### src/rtl/accel_stim_pkg.sv
// Shared definitions for the accelerator stimulus feeder.
// Holds the FSM state encoding, LFSR seeds/taps and control-register bit positions.
// No logic; imported by the interface-level modules.
package accel_stim_pkg;

  typedef enum logic [1:0] {
    ST_IDLE   = 2'd0,
    ST_WLOAD  = 2'd1,
    ST_STREAM = 2'd2,
    ST_DONE   = 2'd3
  } state_t;

  // Galois form of x^32 + x^22 + x^2 + x + 1 (right-shifting)
  localparam logic [31:0] LFSR_TAPS   = 32'h8020_0003;
  localparam logic [31:0] DATA_SEED   = 32'hACE1_0001;
  localparam logic [31:0] WEIGHT_SEED = 32'h5EED_0002;

  localparam int CTRL_RUN  = 0;
  localparam int CTRL_LFSR = 1;

  function automatic logic [31:0] lfsr_next(input logic [31:0] s);
    return (s >> 1) ^ (s[0] ? LFSR_TAPS : 32'h0);
  endfunction

endpackage

### src/rtl/accel_stim_if.sv
// Request/valid bundle between the stimulus feeder (master) and the core (slave).
// Beats follow their request by one cycle; no stalls, the request itself is the flow control.
// Requests the feeder cannot serve in its current state are dropped, not queued.
interface accel_stim_if #(
  parameter int BIT_WIDTH   = 8,
  parameter int NUM_CHANNEL = 3,
  parameter int NUM_KERNEL  = 4
);
  logic                                        data_req;
  logic [BIT_WIDTH*NUM_CHANNEL-1:0]            data;
  logic                                        data_val;
  logic                                        weight_req;
  logic [BIT_WIDTH*NUM_CHANNEL*NUM_KERNEL-1:0] weight;
  logic                                        weight_val;

  modport master (
    input  data_req, weight_req,
    output data, data_val, weight, weight_val
  );

  modport slave (
    output data_req, weight_req,
    input  data, data_val, weight, weight_val
  );
endinterface

### src/rtl/accel_stim_lfsr.sv
// 32-bit Galois LFSR with synchronous reseed and a per-beat step enable.
// State updates one cycle after load/step; load wins over step.
// No backpressure: the owner decides when to step.
module accel_stim_lfsr
  import accel_stim_pkg::*;
#(
  parameter logic [31:0] SEED = 32'h0000_0001
) (
  input  logic        clk,
  input  logic        rst,
  input  logic        load,
  input  logic        step,
  output logic [31:0] state
);

  // Reseed on start, advance once per issued beat
  always_ff @(posedge clk or posedge rst) begin
    if (rst)       state <= SEED;
    else if (load) state <= SEED;
    else if (step) state <= lfsr_next(state);
  end

endmodule

### src/rtl/accel_stim_feeder.sv
// Stimulus source: weight bursts of K*K beats interleaved with data words, stops after cnt words.
// Latency: each beat is registered and appears 1 cycle after its request is sampled.
// Backpressure: none; ineligible requests are dropped. Optional LFSR pattern: ACCEL_STIM_LFSR_EN.
module accel_stim_feeder
  import accel_stim_pkg::*;
#(
  parameter int BIT_WIDTH   = 8,
  parameter int NUM_CHANNEL = 3,
  parameter int NUM_KERNEL  = 4,
  parameter int REG_WIDTH   = 32
) (
  input  logic                 clk,
  input  logic                 rst,
  accel_stim_if.master         bus,
  input  logic [REG_WIDTH-1:0] i_conf_ctrl,
  input  logic [REG_WIDTH-1:0] i_conf_cnt,
  input  logic [REG_WIDTH-1:0] i_conf_weightinterval,
  input  logic [REG_WIDTH-1:0] i_conf_kernelsize,
  output logic                 o_busy,
  output logic                 o_done,
  output logic [REG_WIDTH-1:0] o_data_cnt
);

  localparam int DW = BIT_WIDTH * NUM_CHANNEL;
  localparam int NW = NUM_CHANNEL * NUM_KERNEL;
  localparam int WW = DW * NUM_KERNEL;

  state_t state, state_nxt;

  logic                 run, start, w_acc, d_acc, w_last, d_last, d_reload;
  logic [REG_WIDTH-1:0] k_eff, kk_calc;
  logic [REG_WIDTH-1:0] cnt_q, intv_q, kk_q;
  logic [REG_WIDTH-1:0] wbeat_q, wburst_q, intv_cnt_q, data_cnt_q;
  logic [DW-1:0]        data_q, data_pat;
  logic [WW-1:0]        weight_q, weight_pat;
  logic                 data_val_q, weight_val_q;
  logic                 unused_ctrl;

  assign run     = i_conf_ctrl[CTRL_RUN];
  assign k_eff   = (i_conf_kernelsize == '0) ? REG_WIDTH'(1) : i_conf_kernelsize;
  assign kk_calc = k_eff * k_eff;

  // A request only counts while run is high in the state that serves it
  assign start    = (state == ST_IDLE) && run;
  assign w_acc    = (state == ST_WLOAD) && run && bus.weight_req;
  assign d_acc    = (state == ST_STREAM) && run && bus.data_req;
  assign w_last   = (wburst_q + REG_WIDTH'(1)) == kk_q;
  assign d_last   = (data_cnt_q + REG_WIDTH'(1)) == cnt_q;
  assign d_reload = (intv_q != '0) && ((intv_cnt_q + REG_WIDTH'(1)) == intv_q);

  // State register
  always_ff @(posedge clk or posedge rst) begin
    if (rst) state <= ST_IDLE;
    else     state <= state_nxt;
  end

  // Next state: run low always wins; end-of-stream beats DONE before reload
  always_comb begin
    state_nxt = state;
    if (!run) begin
      state_nxt = ST_IDLE;
    end else begin
      case (state)
        ST_IDLE:   state_nxt = (i_conf_cnt == '0) ? ST_DONE : ST_WLOAD;
        ST_WLOAD:  if (w_acc && w_last) state_nxt = ST_STREAM;
        ST_STREAM: if (d_acc) begin
                     if (d_last)        state_nxt = ST_DONE;
                     else if (d_reload) state_nxt = ST_WLOAD;
                   end
        default:   state_nxt = state;
      endcase
    end
  end

  // Status decode
  always_comb begin
    o_busy = (state == ST_WLOAD) || (state == ST_STREAM);
    o_done = (state == ST_DONE);
  end

`ifdef ACCEL_STIM_LFSR_EN
  logic        lsel_q;
  logic [31:0] dl_state, wl_state;
  logic        unused_lfsr;

  accel_stim_lfsr #(.SEED(DATA_SEED)) u_data_lfsr (
    .clk(clk), .rst(rst), .load(start), .step(d_acc), .state(dl_state)
  );
  accel_stim_lfsr #(.SEED(WEIGHT_SEED)) u_weight_lfsr (
    .clk(clk), .rst(rst), .load(start), .step(w_acc), .state(wl_state)
  );
  assign unused_lfsr = ^{dl_state, wl_state};

  // Pattern select is latched with the rest of the config
  always_ff @(posedge clk or posedge rst) begin
    if (rst)        lsel_q <= 1'b0;
    else if (start) lsel_q <= i_conf_ctrl[CTRL_LFSR];
  end
`endif

  assign unused_ctrl = ^i_conf_ctrl;

  // Lane patterns for the next beat: counter by default, LFSR offset when selected
  always_comb begin
    data_pat   = '0;
    weight_pat = '0;
    for (int c = 0; c < NUM_CHANNEL; c++)
      data_pat[c*BIT_WIDTH +: BIT_WIDTH] =
        BIT_WIDTH'(data_cnt_q * REG_WIDTH'(NUM_CHANNEL) + REG_WIDTH'(c));
    for (int i = 0; i < NW; i++)
      weight_pat[i*BIT_WIDTH +: BIT_WIDTH] =
        BIT_WIDTH'(wbeat_q * REG_WIDTH'(NW) + REG_WIDTH'(i + 1));
`ifdef ACCEL_STIM_LFSR_EN
    if (lsel_q) begin
      for (int c = 0; c < NUM_CHANNEL; c++)
        data_pat[c*BIT_WIDTH +: BIT_WIDTH] = dl_state[BIT_WIDTH-1:0] + BIT_WIDTH'(c);
      for (int i = 0; i < NW; i++)
        weight_pat[i*BIT_WIDTH +: BIT_WIDTH] = wl_state[BIT_WIDTH-1:0] + BIT_WIDTH'(i);
    end
`endif
  end

  // Datapath: config latch at start, beat registers, and the beat/interval counters
  always_ff @(posedge clk or posedge rst) begin
    if (rst) begin
      cnt_q        <= '0;
      intv_q       <= '0;
      kk_q         <= '0;
      wbeat_q      <= '0;
      wburst_q     <= '0;
      intv_cnt_q   <= '0;
      data_cnt_q   <= '0;
      data_q       <= '0;
      weight_q     <= '0;
      data_val_q   <= 1'b0;
      weight_val_q <= 1'b0;
    end else begin
      data_val_q   <= d_acc;
      weight_val_q <= w_acc;
      if (start) begin
        cnt_q      <= i_conf_cnt;
        intv_q     <= i_conf_weightinterval;
        kk_q       <= kk_calc;
        wbeat_q    <= '0;
        wburst_q   <= '0;
        intv_cnt_q <= '0;
        data_cnt_q <= '0;
      end
      if (w_acc) begin
        weight_q <= weight_pat;
        wbeat_q  <= wbeat_q + REG_WIDTH'(1);
        wburst_q <= w_last ? '0 : wburst_q + REG_WIDTH'(1);
        if (w_last) intv_cnt_q <= '0;
      end
      if (d_acc) begin
        data_q     <= data_pat;
        data_cnt_q <= data_cnt_q + REG_WIDTH'(1);
        intv_cnt_q <= intv_cnt_q + REG_WIDTH'(1);
      end
    end
  end

  assign bus.data       = data_q;
  assign bus.data_val   = data_val_q;
  assign bus.weight     = weight_q;
  assign bus.weight_val = weight_val_q;
  assign o_data_cnt     = data_cnt_q;

endmodule
### src/flat_wrapper.sv
// flat-port wrapper written by rule: the top's interface ports become plain ports
module accel_stim_feeder_flat import accel_stim_pkg::*;
#(
  parameter int BIT_WIDTH   = 8,
  parameter int NUM_CHANNEL = 3,
  parameter int NUM_KERNEL  = 4,
  parameter int REG_WIDTH   = 32
)
  (clk, rst, i_conf_ctrl, i_conf_cnt, i_conf_weightinterval, i_conf_kernelsize, o_busy, o_done, o_data_cnt, bus_data_req, bus_weight_req, bus_data, bus_data_val, bus_weight, bus_weight_val);
  accel_stim_if #(.BIT_WIDTH(BIT_WIDTH), .NUM_CHANNEL(NUM_CHANNEL), .NUM_KERNEL(NUM_KERNEL)) bus_i ();
  input  logic clk;
  input  logic rst;
  input  logic [REG_WIDTH-1:0] i_conf_ctrl;
  input  logic [REG_WIDTH-1:0] i_conf_cnt;
  input  logic [REG_WIDTH-1:0] i_conf_weightinterval;
  input  logic [REG_WIDTH-1:0] i_conf_kernelsize;
  output logic o_busy;
  output logic o_done;
  output logic [REG_WIDTH-1:0] o_data_cnt;
  input wire logic [$bits(bus_i.data_req)-1:0] bus_data_req;
  input wire logic [$bits(bus_i.weight_req)-1:0] bus_weight_req;
  output wire logic [$bits(bus_i.data)-1:0] bus_data;
  output wire logic [$bits(bus_i.data_val)-1:0] bus_data_val;
  output wire logic [$bits(bus_i.weight)-1:0] bus_weight;
  output wire logic [$bits(bus_i.weight_val)-1:0] bus_weight_val;
  assign bus_i.data_req = bus_data_req;
  assign bus_i.weight_req = bus_weight_req;
  assign bus_data = bus_i.data;
  assign bus_data_val = bus_i.data_val;
  assign bus_weight = bus_i.weight;
  assign bus_weight_val = bus_i.weight_val;
  accel_stim_feeder #(.BIT_WIDTH(BIT_WIDTH), .NUM_CHANNEL(NUM_CHANNEL), .NUM_KERNEL(NUM_KERNEL), .REG_WIDTH(REG_WIDTH)) u_core (.clk(clk), .rst(rst), .bus(bus_i), .i_conf_ctrl(i_conf_ctrl), .i_conf_cnt(i_conf_cnt), .i_conf_weightinterval(i_conf_weightinterval), .i_conf_kernelsize(i_conf_kernelsize), .o_busy(o_busy), .o_done(o_done), .o_data_cnt(o_data_cnt));
endmodule
### config.mk
export PLATFORM = sky130hd
export DESIGN_NAME = accel_stim_feeder_flat
export DESIGN_NICKNAME = d
export VERILOG_FILES = /design/src/rtl/accel_stim_pkg.sv /design/src/rtl/accel_stim_if.sv /design/src/rtl/accel_stim_lfsr.sv /design/src/rtl/accel_stim_feeder.sv /design/src/flat_wrapper.sv
export SDC_FILE = /design/constraint.sdc
export NUM_CORES = 2
export LEC_CHECK = 0
export CAP_MARGIN = 5
export CELL_PAD_IN_SITES_DETAIL_PLACEMENT = 1
export CELL_PAD_IN_SITES_GLOBAL_PLACEMENT = 1
export CORE_ASPECT_RATIO = 1.4
export CORE_MARGIN = 2
export CORE_UTILIZATION = 41
export DETAILED_ROUTE_END_ITERATION = 16
export HOLD_SLACK_MARGIN = 0.12
export PLACE_DENSITY = 0.8
export SYNTH_ARGS = -nofsm -noshare
export SYNTH_HDL_FRONTEND = slang
export SYNTH_SLANG_ARGS = --single-unit
### constraint.sdc
create_clock -name clk -period 9.3 [get_ports clk]
set_clock_uncertainty 0.05 [all_clocks]
set_input_delay 2.79 -clock clk [delete_from_list [all_inputs] [get_ports clk]]
set_output_delay 2.79 -clock clk [all_outputs]
set_load 0.02 [all_outputs]
==> results.md <==
* Required time worst endpoint at 9660 ps
* Final Max Tran Viols at 0
* Predominant post-synthesis flop cell: dfrtp_1
* Worst-path fanout max at 4
* Startpoint type of the worst setup path: input pin
* Iteration-0 DRC Markers at 1,173
* Mux contribution to synthesized area at 3.01%
* Rows at 114
* Biggest area consumer among synthesized cells: fa_1
* Fraction of layout cells with a size suffix above 1 at 15.5%
* Count leader, synth: inv_1
* Grt ovf at 0
* Post-Synthesis Cell Area at 28,400 um^2
* Synth Instances at 3,117
* H-tree Lvls at 1
* All-Layer GR Usage at 25.5%
* Yosys top cell area share at 25.8%
* CP max stage delay at 570 ps
* Initial antenna violation count at 7
* Compound-Gate Fraction of Synth Area at 9.83%
* Synth Area in XOR/XNOR at 6.59%
* Number of global-route vias before repair at 27,100
* RSZ-0062 raised after global routing: yes
* Area contributors post-synth: fa_1 26%, dfrtp_1 22%, inv_1 6.7%, ha_1 6.6%, nand2_1 4.3%
* Die Ht at 316 um
* CP max stage cell: fa_1
* Flops & latches, synth at 247
* Max_slew headroom at 20.1%
* CTS tree: built
* Simple-Gate Fraction of Synth Area at 15.7%
* Final period utilization at 99.6%
* 1st-pass router iterations at 5
* DP HPWL at 71,300 um
* Worst Hold Class: register to register
* DP Worst Slack at -1250 ps
* Worst setup EP type: register
* Fmax at 108 MHz
* Area post-placement at 33,000 um^2
* Most used cell, CP: fa_1
* Status: finished clean
* Largest delay share family, worst path: adder cells
* Via density at 5.38
* Final Cell Area at 34,500 um^2
* Clock Latency Late Sink at 550 ps
* Initial Util at 41.3%
* Max-cap violations at 0
* DR WL/cell at 21.1 um
* Worst EP arrival at 9630 ps
* Slew @ Worst Pin at 1200 ps
* CTS clk-pin slew, worst paths at 60 ps
* CTS Buf Count at 25
* Final worst setup slack at 33.7 ps
* Die area at 71,500 um^2
* Post-synthesis adder-cell area fraction at 32.4%
* Post-synth top cells: 506 x inv_1, 366 x fa_1, 326 x nand2_1
* Post-synth EDFFs at 0
* Area delta synth->final at 21.4%
* # setup viols final at 0
* Register area share after synthesis at 21.7%
* Largest family of logic cells by synthesized area: adder cells
* GPL Wtd Cong at 0.882
* Post-route setup TNS at 0 ps
* # DRC at 0
* Clock tree sinks at 247
* Top Ports at 288
* Clock root buffer master: clkbuf_16
* Die Span X at 227 um
* Finished Core Util at 50.1%
* WS Path Type: input pin to register
* Via count at 23,800
* Fillers at 7,925
* Hold Buf Count CTS at 0
* Hold Vio Cnt, Final at 0
* IO buf count at 244
* Core Box Area at 68,900 um^2
* Post-route ant nets at 0
* Min cycle time layout at 9270 ps
* Clk buf depth at 3
* FFs w/ async S/R, synth at 100%
* Nets@finish at 4,112
* First-pass GRT wire length at 143,000 um
* Syn. warnings at 0
* Worst path buffer plus inverter count at 6
* Pin count of the biggest net entering global routing at 187
* Mean Syn Cell Area at 9.12 um^2
* Count of cell types in the netlist at 83
* DRT Wirelength at 92,900 um
## tightest hold or removal path, stage by stage (launching register included)
cell and delay [ps]:
dfrtp_1 340, nand2_1 50, nand2_1 50
## layout make-up
type	count	area, um^2	share of cell area [%]
Antenna cell	2	5.00	0.0145
Clock inverter	9	131	0.381
Sequential cell	247	6180	17.9
Tap cell	928	1160	3.36
Timing Repair Buffer	532	4720	13.7
Clock buffer	36	717	2.08
Inverter	507	1910	5.53
Multi-Input combinational cell	2150	19700	57.0
## routing by layer
layer / part of all wire [%] / track usage [%]
met1: 37 / 27.5
met2: 54 / 48.7
met3: 3.8 / 2.94
met4: 5.6 / 12.7
met5: 0.071 / 0
## registers in the layout, indices dropped and copies added (netlist names)
signal and count:
u_core.cnt_q 32, u_core.intv_cnt_q 32, u_core.intv_q 32, u_core.o_data_cnt 32
u_core.wburst_q 32, u_core.kk_q 31, u_core.bus.data 23, u_core.bus.weight 23
u_core.wbeat_q 6, u_core.state 2, u_core.bus.data_val 1, u_core.bus.weight_val 1
## logic make-up after synthesis
kind of cell,Yosys count
buffers and inverters,731
and+or+nand+nor,878
xor gates and xnor gates,209
muxes,77
AOI/OAI and AO/OA,457
other,1
DFF,247
adders and majority gates,517
## final timing paths
check	slack, ps	end	from	cells past startpoint
worst max-delay path	30	u_core.kk_q[30]	i_conf_kernelsize[2]	26
worst min register to register	430	u_core.bus.data[7]	u_core.bus.data[7]	2
worst max register to register	4360	u_core.state[1]	u_core.o_data_cnt[0]	11
max in group asynchronous	4890	u_core.intv_cnt_q[22]	rst	4
min in group asynchronous	2860	u_core.bus.data[16]	rst	3
worst min-delay path	430	u_core.bus.data[7]	u_core.bus.data[7]	2
## cell usage in the layout (no fill, tap or decap), drive strengths merged, types with 12 or more instances in the layout
cell           count
clkbuf            47
ha               151
and4              19
fa               366
nand2            327
nand3             63
xor2              84
o21ai            173
a31oi             63
or3               15
o21a              15
nor3              40
a21o              16
inv              507
mux2              68
nand4             49
conb              12
dfrtp            247
buf              292
and2             135
o31ai             13
nor2             108
nor4              49
clkdlybuf4s50    224
a21oi             83
xnor2            122
and3              22
## through the flow
stage,instances,hold WS (ps)
after floorplan,3128,411
after global placement,4342,408
after detailed placement,4342,418
after CTS,4398,434
after global routing,4411,454
final,4411,425
## what timing repair did
item | in CTS | in global routing
cloned | 0 | 0
setup endpoints to repair | 11 | 13
resized for setup | 94 | 109
buffers inserted | 11 | 10
pin swaps | 63 | 63
endpoints found under the hold margin | 0 | 0
Power is not shown: default switching activity piles up to over one toggle a cycle in this logic, so the estimate is an artifact.
